**config.mk**
```make
export PLATFORM = sky130hd
export DESIGN_NAME = sequenciador_pc
export DESIGN_NICKNAME = d
export VERILOG_FILES = /design/src/rtl/sequenciador_pc.sv
export SDC_FILE = /design/constraint.sdc
export NUM_CORES = 1
export LEC_CHECK = 0
export ABC_AREA = 0
export CAP_MARGIN = 20
export CORE_AREA = 8 8 115 117
export DETAILED_ROUTE_END_ITERATION = 10
export DIE_AREA = 0 0 123 125
export GPL_TIMING_DRIVEN = 0
export PLACE_DENSITY = 0.59
export RECOVER_POWER = 100
export SLEW_MARGIN = 20
export SYNTH_ARGS = -nofsm -noshare
export SYNTH_HDL_FRONTEND = slang
export SYNTH_SLANG_ARGS = --single-unit
export TNS_END_PERCENT = 5
```
**constraint.sdc**
```tcl
create_clock -name clock -period 2.37 [get_ports clock]
set_clock_uncertainty 0.05 [all_clocks]
set_input_delay 0.474 -clock clock [delete_from_list [all_inputs] [get_ports clock]]
set_output_delay 0.474 -clock clock [all_outputs]
set_load 0.02 [all_outputs]
```
**src/rtl/sequenciador_pc.sv**
```systemverilog
// Instruction fetch sequencer: fetches one word per PC, presents it to the consumer,
// then picks the next PC from halt/jump/branch/sequential.
module sequenciador_pc #(
  parameter int                    ADDR_WIDTH = 13,
  parameter logic [ADDR_WIDTH-1:0] RESET_ADDR = '0,
  parameter int                    TIMEOUT    = 15
) (
  input  logic                  clock,
  input  logic                  reset,
  output logic                  mem_req,
  output logic [ADDR_WIDTH-1:0] mem_addr,
  input  logic                  mem_ack,
  input  logic [31:0]           mem_data,
  input  logic                  jump_en,
  input  logic [ADDR_WIDTH-1:0] jump_addr,
  input  logic                  branch_taken,
  input  logic [15:0]           branch_offset,
  input  logic                  stall,
  input  logic                  halt,
  output logic                  instr_valid,
  output logic [31:0]           instr_out,
  output logic [ADDR_WIDTH-1:0] pc_out,
  output logic                  halted,
  output logic                  erro_fetch
);

  typedef enum logic [1:0] {BUSCA, EMITE, PARADO, ERRO} state_t;

  localparam int         OFF_WIDTH   = ADDR_WIDTH + 16;
  localparam logic [7:0] TIMEOUT_CNT = 8'(TIMEOUT);

  state_t                state_reg, state_next;
  logic [ADDR_WIDTH-1:0] pc_reg, pc_next;
  logic [7:0]            cnt_reg, cnt_next;
  logic [31:0]           instr_reg, instr_next;

  logic [OFF_WIDTH-1:0]  off_wide;
  logic [ADDR_WIDTH-1:0] pc_incr;
  logic [ADDR_WIDTH-1:0] branch_target;
  logic                  unused_off_bits;

  // Sign-extend past the PC width, then keep only the low bits so the add wraps.
  assign off_wide        = {{ADDR_WIDTH{branch_offset[15]}}, branch_offset};
  assign unused_off_bits = ^off_wide[OFF_WIDTH-1:ADDR_WIDTH];
  assign pc_incr         = pc_reg + ADDR_WIDTH'(1);
  assign branch_target   = pc_incr + off_wide[ADDR_WIDTH-1:0];

  always_ff @(posedge clock) begin
    if (reset) begin
      state_reg <= BUSCA;
      pc_reg    <= RESET_ADDR;
      cnt_reg   <= '0;
      instr_reg <= '0;
    end else begin
      state_reg <= state_next;
      pc_reg    <= pc_next;
      cnt_reg   <= cnt_next;
      instr_reg <= instr_next;
    end
  end

  always_comb begin
    state_next = state_reg;
    pc_next    = pc_reg;
    cnt_next   = cnt_reg;
    instr_next = instr_reg;
    case (state_reg)
      BUSCA: begin
        // An ack on the last allowed cycle still counts as a successful fetch.
        if (mem_ack) begin
          instr_next = mem_data;
          cnt_next   = '0;
          state_next = EMITE;
        end else begin
          cnt_next = cnt_reg + 8'd1;
          if (cnt_reg + 8'd1 == TIMEOUT_CNT) begin
            state_next = ERRO;
          end
        end
      end
      EMITE: begin
        if (!stall) begin
          if (halt) begin
            state_next = PARADO;
          end else begin
            state_next = BUSCA;
            if (jump_en) begin
              pc_next = jump_addr;
            end else if (branch_taken) begin
              pc_next = branch_target;
            end else begin
              pc_next = pc_incr;
            end
          end
        end
      end
      default: begin
      end
    endcase
  end

  always_comb begin
    mem_req     = 1'b0;
    instr_valid = 1'b0;
    halted      = 1'b0;
    erro_fetch  = 1'b0;
    case (state_reg)
      BUSCA:   mem_req     = 1'b1;
      EMITE:   instr_valid = 1'b1;
      PARADO:  halted      = 1'b1;
      ERRO:    erro_fetch  = 1'b1;
      default: begin
      end
    endcase
  end

  assign mem_addr  = pc_reg;
  assign pc_out    = pc_reg;
  assign instr_out = instr_reg;

endmodule

```
==> Word-level counts from Yosys, hierarchy flattened <==
Index checks and enable logic that the tools add are counted.
{ "word_totals": {"register_bits": 55, "wordCells": 32, "out_inout_bits": 62} }
{ "classes": {"addsub": 3, "n_reduce_logical": 5, "bitwise": 2, "eq_ne": 6, "n_mux": 12} }
{ "op_table": {"columns": ["op", "n"], "rows": [
  ["two-way mux 13 bit", 2],
  ["adder 13 x 1 -> 13 bit (second input constant)", 1],
  ["adder 13 bit", 1],
  ["adder 8 x 1 -> 8 bit (second input constant)", 1],
  ["equality test 8 x 4 -> 1 bit (second input constant)", 1],
  ["two-way mux 2 bit", 4],
  ["two-way mux 8 bit", 1],
  ["AND reduction 3 bit", 2],
  ["equality test 2 bit (second input constant)", 2],
  ["two-way mux 1 bit", 4],
  ["one-hot mux 2 bit (2 select lines)", 1],
  ["inequality test 3 bit (second input constant)", 1],
  ["equality test 2 x 1 -> 1 bit (second input constant)", 1],
  ["logical NOT 2 bit", 1],
  ["inequality test 2 bit (second input constant)", 1],
  ["inverter 1 bit", 2],
  ["AND reduction 2 bit", 1],
  ["nonzero test 2 bit", 1]
]} }

==> Depth between registers and ports, before layout <==
{ "logic_depth": {"depth_word": 5, "ltp_mapped": 12, "ltp_nobuf": 12} }

==> Worst setup path before layout <==
OpenSTA, ideal clock, no wires.
{ "synth_path": {"path_type": "register to register", "from": "reg pc_reg[0] (netlist: mem_addr[0])", "to": "reg pc_reg[12] (netlist: mem_addr[12])", "setup_ps": 122, "path_stages_with_launch": 12, "t_required_ps": 2198, "path_buffers": 0, "slack_ps": -331, "arrival_time_ps": 2529, "cell_sequence": "dfxtp_1 ha_1 nand3_2 nor3_1 xor2_1 ha_1 nand2_1 nor2_1 a211oi_1 nand3_1 and2_1 a311o_1"} }
{ "synth_between": {"elab_chain_len": 4} }
{ "synth_lines": {"columns": ["item", "line", "text"], "rows": [
  ["from (decl)", "33", "logic [ADDR_WIDTH-1:0] pc_reg, pc_next;"],
  ["from (signal assigned)", "56", "pc_reg <= pc_next;"],
  ["adder 13 x 1 -> 13 bit (*)", "45", "assign pc_incr = pc_reg + ADDR_WIDTH'(1);"],
  ["adder 13 bit", "46", "assign branch_target = pc_incr + off_wide[ADDR_WIDTH-1:0];"],
  ["two-way mux 13 bit (*)", "89", "end else if (branch_taken) begin"],
  ["two-way mux 13 bit (*)", "87", "if (jump_en) begin"]
]} }
Every way passes the cells marked *; elsewhere a longest branch is shown, timed or not.
A chain may end at the register's enable or synchronous reset.

==> Worst setup path after layout <==
{ "layout_path": {"from": "in branch_offset[1]", "to": "reg pc_reg[11] (netlist: mem_addr[11])"} }
{ "layout_between": {"elab_chain_len": 3} }
{ "layout_lines": {"columns": ["item", "line", "text"], "rows": [
  ["from (decl)", "17", "input logic [15:0] branch_offset,"],
  ["adder 13 bit", "46", null],
  ["two-way mux 13 bit", "89", null],
  ["two-way mux 13 bit", "87", null]
]} }
Every way passes these cells.

==> results by group <==
Clock tree
  • CTS tree: done
  • Reg clk slew, reported paths: ~70 ps
  • Max clock buf depth: 2
  • CTS H-tree depth: 2
  • Hold-fix buffer count after cts: 0
  • Skew-Pair Late Insertion Delay: 290 ps
  • Root Driver: clkbuf_16
  • TritonCTS Sinks: 55
  • Number of buffers created by CTS: 5

STA
  • F_max: 0.3935 GHz
  • Slew Viols, Final: 0
  • Unrepaired setup endpoints after global routing: true
  • Slew margin rel.: between 60% and 70%
  • Count of final setup violators: 8
  • Worst slew pin tran: 582.3 ps
  • Fin crit period: between 2000 and 3000 ps
  • Hold Slack: between 400 and 500 ps
  • Post-route setup TNS: -801.6 ps
  • Crit share post-route: 107.2%
  • Final hold vios: 0
  • Fin worst setup slack: -171.5 ps

Floorplanning
  • Core area: approximately 12,000 um2
  • Die area: around 15,000 um2
  • Die Wd: ~120 um
  • Starting Density: between 20 and 30%
  • Die Height: between 100 and 150 um
  • Core Rows: 40
  • IO Pins: 130

Synth
  • Synth top area share: roughly a third
  • Asr flop ratio synth: 0%
  • Count of different cell masters after synthesis: 59
  • Register area share after synthesis: 33.07%
  • Yosys warning count: 0
  • Cell area after synthesis: ~3300 um2
  • Synthesized instance count: between 400 and 500
  • Yosys top cell by area: dfxtp_1
  • Synthesized area per cell: 7.619 um2
  • Syn Nets: between 500 and 600
  • Number of synthesized flops with an enable pin: 0
  • Synth area leaders: dfxtp_1 33%, nand2_1 10%, a21oi_1 8.7%
  • Main synth FF type: dfxtp_1
  • Register bit total from synthesis: 55

Critical path
  • CP startpoint: branch_offset[1]
  • Slowest stage delay, CP: roughly 580 ps
  • Crit path arrival time: 2700 ps
  • Reg-to-Reg Start: mem_addr[1]
  • Crit path kind: in -> reg
  • Worst setup SP type: input port
  • CP max-delay cell: dlygate4sd3_1
  • Worst r2r path cells: 12
  • CP delay by family, top: compound AO/OA/AOI/OAI gates
  • Bufs and invs on worst path: 1
  • Nature of the critical path endpoint: flip-flop
  • CP Max Fanout: 3
  • Crit path cell chain: dlygate4sd3_1 -> ha_1 -> a211oi_2 -> o21bai_2 -> o21ai_2 -> mux2i_1 -> o221ai_2 -> a221oi_2
  • Setup slack, reg-to-reg: -170 ps
  • Worst Path Required: around 2500 ps
  • R2R Path End: mem_addr[11]

Drt
  • Post-DRT Antenna Nets: 0
  • WL per Instance: 15.52 um
  • DR vias: between 3,000 and 4,000
  • DRC errors left: 0
  • Via density: between 4 and 5
  • Total wire length: 11.61 mm
  • Initial DRC count: 167
  • DRT Pass-1 Iters: 4

GRT
  • GRT Util Overall: roughly 14%
  • Gr ovfl total: 0
  • Largest net degree at the start of global routing: 17
  • Initial antenna violation count: 0
  • Vias in the first global route: about 3,600
  • First-pass GRT wire length: 18.03 mm

Power
  • Static leakage: approximately 2.3 nW
  • Peak VDD IR: approximately 0.31 mV
  • Final Power: around 2.4 mW
  • Cell area power density: between 400 and 500 nW/um2

Cells and area
  • Non-filler cells, final: between 700 and 800
  • Diodes inserted: 0
  • Area grow syn2layout: 62.01%
  • Share of layout cells above drive strength 1: 18.14%
  • Max reg flops: 32
  • Fill cell count: between 1,000 and 1,500
  • Post-layout util: a little under half
  • Final net count: around 690
  • Finished Cell Area: between 5000 and 6000 um2

Placement
  • Hpwl dp: between 8 and 9 mm
  • Placed cell count: 710
  • Input/output buffers: around 130
  • Area after DPL: ~4800 um2
  • Dpl ws: -702.3 ps
  • GPL Wtd Cong: between 0.8 and 0.9

Worst hold path
  • Hold wc startpoint: instr_out[3]
  • Worst Hold Depth: 2
  • Worst min-delay path endpoint: instr_out[3]
  • HP Class: reg -> reg

Run
  • Number of max-cap violations: 0

Outcome
  • Outcome: complete, but fails checks
  • Failing checks: negative setup slack
-- layout make-up --
cell class	count	area [um2]	share of cell area (%)
Multi-Input combinational cell	336	2177	40.36
Timing Repair Buffer	156	1498	27.77
Sequential cell	55	1137	21.09
Buffer	37	212.7	3.943
Tap cell	147	183.9	3.410
Clock buffer	7	142.6	2.644
Inverter	9	33.78	0.6263
Clock inverter	1	8.758	0.1624
-- tightest hold or removal path: cells and delay by family, from the launching register on --
family             cells  cell delay (ps)
AOI/OAI and AO/OA      1               50
DFF                    1              310
and+or+nand+nor        1               50
-- kinds of logic after synthesis --
group           count (synthesis)  synth area share [%]
flops                          55                 33.07
buf+inv                        46                 7.554
simple gates                  177                 24.73
compound gates                120                 21.98
fa+ha+maj                      18                 6.990
xor+xnor                       17                 4.472
mux                             4                 1.203
-- per-layer routing --
| layer | GRT usage [%] | vias up | wire length, um |
|---|---|---|---|
| met2 | 26.62 | 94 | 6000 |
| li1 | - | 1838 | - |
| met4 | 2.268 | 0 | 153 |
| met5 | 0 | - | 0 |
| met1 | 16.52 | 1709 | 4690 |
| met3 | 2.655 | 16 | 763 |
-- power by group --
group / internal (mW) / leakage [nW] / switching [mW]
registers: 0.964 / 0.457 / 0.0338
clock network: 0.424 / 0.0741 / 0.326
logic: 0.309 / 1.80 / 0.325
-- Yosys cell counts, drive strengths merged (4+ instances only) --
| library cell | count |
|---|---|
| nand2b | 4 |
| nand3 | 11 |
| or3 | 4 |
| mux2i | 4 |
| nor4 | 4 |
| clkbuf | 8 |
| a21oi | 58 |
| dfxtp | 55 |
| nor2 | 32 |
| xor2 | 8 |
| o21ai | 20 |
| a31oi | 6 |
| inv | 9 |
| o211ai | 5 |
| nor3 | 12 |
| a211oi | 9 |
| nand2 | 93 |
| buf | 28 |
| and3 | 4 |
| ha | 17 |
| xnor2 | 9 |
-- cell usage in the layout (no fill, tap or decap), types with 13 or more instances in the layout --
master / Yosys / final
dlygate4sd3_1: 0 / 64
a21oi_1: 58 / 55
nand2_1: 92 / 89
buf_4: 13 / 42
clkbuf_1: 8 / 13
ha_1: 17 / 15
nor2_1: 31 / 28
clkdlybuf4s50_1: 0 / 61
o21ai_0: 17 / 14
dfxtp_1: 55 / 44
-- worst max path at each step --
stage	endpoint	cells past startpoint
after floorplan	mem_addr[11]	12
after global placement	mem_addr[12]	9
after detailed placement	mem_addr[12]	9
after CTS	mem_addr[12]	10
after global routing	mem_addr[10]	10
final	mem_addr[11]	8
-- what timing repair did --
item / CTS / global route
pin swaps: 20 / 15
gates resized for setup: 27 / 11
gates cloned: 0 / 0
hold endpoints to repair: 0 / 0
setup buffers: 26 / 4
endpoints found under the setup margin: 9 / 8
Note: power is estimated with default switching activity, not from simulation.
==> edit (config.mk and constraints unchanged) <==
Add an input register stage for `branch_offset`, with the module's reset; this delays it by one clock. The other inputs are not delayed to match.
--- a/src/rtl/sequenciador_pc.sv
+++ b/src/rtl/sequenciador_pc.sv
@@ -31,2 +31,12 @@
 
+  logic [15:0] branch_offset_q;
+
+  always_ff @(posedge clock) begin
+    if (reset) begin
+      branch_offset_q <= '0;
+    end else begin
+      branch_offset_q <= branch_offset;
+    end
+  end
+
   state_t                state_reg, state_next;
@@ -42,3 +52,3 @@
   // Sign-extend past the PC width, then keep only the low bits so the add wraps.
-  assign off_wide        = {{ADDR_WIDTH{branch_offset[15]}}, branch_offset};
+  assign off_wide        = {{ADDR_WIDTH{branch_offset_q[15]}}, branch_offset_q};
   assign unused_off_bits = ^off_wide[OFF_WIDTH-1:ADDR_WIDTH];
Check against the original RTL: not equivalent (a bounded check fails within 4 cycles, from zero or initial values and one cycle with reset high).
==> edit against the original RTL <==
- the run still ends with setup timing left
- routed wire length rose by 3.9%
- final cell count up 0.94%
- final area rose by 5.3%
- power grew 39%
- maximum frequency fell by 15%
- synthesized area up 9.4%
- synthesized cell count increased by 4.3%
- worst hold slack gained 0.0014 ns
- setup slack lost 0.45 ns
- sequential cell count rose by 13
- count of clock-buffer cells in the layout rose by 4
- critical path depth rose by 3
- critical endpoint is now mem_addr[12]$_SDFFE_PP0P_
==> edit: results (changes against the original RTL) <==
| Metric | Value |
|---|---|
| Status | finished, violations left |
| Failing checks | setup timing |
| Crit Path Max Fanout | 6 (+3) |
| Pre-antenna DRT Iters | 5 (+1) |
| Compound-Gate Fraction of Synth Area | 0.200 (-0.0195) |
| GR Layer Usage met2 | 0.272 (+0.00544) |
| Worst-Margin Slew | 0.687 ns (+0.105 ns) |
| Drt initial violations | 294 (+76%) |
| Via count | 3,708 (+1.4%) |
| WL met3 | 1.29 mm (+69%) |
| Total Nets Final | 688 (+0.29%) |
| Mux share of post-synthesis cell area | 0.00893 (-0.00309) |
| Top Metal Used | met4 |
| Max IR drop VDD | 0.368 mV (+18%) |
| Layer with the highest usage | met2 |
| Share of layout cells above drive strength 1 | 0.130 (-0.0512) |
| DP Area | 5110 µm² (+5.7%) |
| CTS Buf Count | 9 (+4) |
| Top cells by area, synth | dfxtp_1, nand2_1, a21oi_1 |
| Htree depth | 3 (+1) |
| Setup TNS Final | -1.73 ns (-0.926 ns) |
| Root buffer cell | clkbuf_16 |
| CP Data Arrival Time | 3.13 ns (+0.43 ns) |
| M3 GR Usage | 0.0770 (+0.0504) |
| Vias in the first global route | 3,839 (+6.1%) |
| Largest register FFs | 32 (unchanged) |
| Worst min path class | flop to flop |
| Sequential share of the synthesized area | 0.374 (+0.0432) |
| I/O Buffers | 124 (-1.6%) |
| Met2 wire len | 5.81 mm (-3.2%) |
| Worst skew pair latency | 0.33 ns (+0.04 ns) |
| Async set or reset register ratio after synthesis | 0 (unchanged) |
| Adder-Cell Fraction of Synth Area | 0.0639 (-0.00598) |
| Largest net degree at the start of global routing | 13 (-4) |
| Netlist cell types | 58 (-1.7%) |
| Initial antenna violation count | 1 (+1) |
| Synth Area per Inst | 7.98 µm² (+4.8%) |
| Worst r2r src | mem_addr[5]$_SDFFE_PP0P_ |
| Final WS setup | -0.619 ns (-0.447 ns) |
| Pre-CTS setup slack | -0.798 ns (-0.0957 ns) |
| Post-DP HPWL | 8.95 mm (+2.3%) |
| Routed WL | 12.1 mm (+3.9%) |
| Placed Cells | 727 (+2.4%) |
| CP Capture Type | flop |
| Tot GR Track Use | 0.159 (+0.0159) |
| Int Pwr | 0.00246 W (+45%) |
| Endpoints failing setup | 5 (-3) |
| Worst Setup Start Kind | flop |
| First-pass GRT wire length | 19.5 mm (+8.2%) |
| Leakage power | 2.37 nW (+1.7%) |
| Met1 wire length | 4.79 mm (+2.1%) |
| R2R cell count | 11 (-1) |
| Routability cong. | 0.890 (+3.4%) |
| Non-filler cells, final | 755 (+0.94%) |
| GRT met1 Usage | 0.168 (+0.00315) |
| Post-Synth XOR/XNOR Area | 0.0481 (+0.00339) |
| Synth top cells by count | nand2_1, dfxtp_1, a21oi_1 |
| Syn_nets | 542 (+3.6%) |
| Reg2reg end | mem_addr[12]$_SDFFE_PP0P_ |
## edit: area by class of cell
type                       instances  area, µm²
tap                              147        184
inverter                           7       26.3
clock inverter                     5       81.3
timing repair buffer             135       1320
buffer                            41        205
multi-input combinational        340       2220
clock buffer                      11        253
antenna                            1       2.50
fill                            1150       5930
sequential                        68       1380
## edit: power by group through the flow
stage | Clock [W] | Combinational [W] | Sequential (W)
after floorplan | 0 | 0.000242 | 0.00130
after global placement | 0 | 0.000564 | 0.00126
after detailed placement | 0 | 0.000566 | 0.00126
after CTS | 0.00153 | 0.000586 | 0.00124
after global routing | 0.00158 | 0.000626 | 0.00124
final | 0.00151 | 0.000574 | 0.00124
## edit: worst min path at each step
stage	cells after the start	endpoint	slack, ns	from
global route	2	instr_out[24]$_SDFFE_PP0P_	0.42	instr_out[24]$_SDFFE_PP0P_
finish	2	instr_out[13]$_SDFFE_PP0P_	0.40	instr_out[13]$_SDFFE_PP0P_
floorplan	2	cnt_reg[7]$_SDFFE_PP0P_	0.44	cnt_reg[7]$_SDFFE_PP0P_
global placement	2	instr_out[16]$_SDFFE_PP0P_	0.39	instr_out[16]$_SDFFE_PP0P_
detailed placement	2	instr_out[27]$_SDFFE_PP0P_	0.40	instr_out[27]$_SDFFE_PP0P_
CTS	2	instr_out[13]$_SDFFE_PP0P_	0.40	instr_out[13]$_SDFFE_PP0P_
## edit: worst max-delay path, cell delays in order (launching register included)
cell and delay, ns:
dfxtp_4 0.35, and4_4 0.23, and4_4 0.25, nand3_4 0.12
xnor2_4 0.22, ha_4 0.24, a21o_1 0.18, a221o_1 0.34
o21ai_1 0.32, and4_4 0.32, o211ai_2 0.08, nor4b_4 0.15
## edit: repair_timing
action / in CTS / in global routing
pin swaps: 6 / 5
resized for setup: 19 / 8
setup endpoints to repair: 9 / 9
buffers inserted: 8 / 3
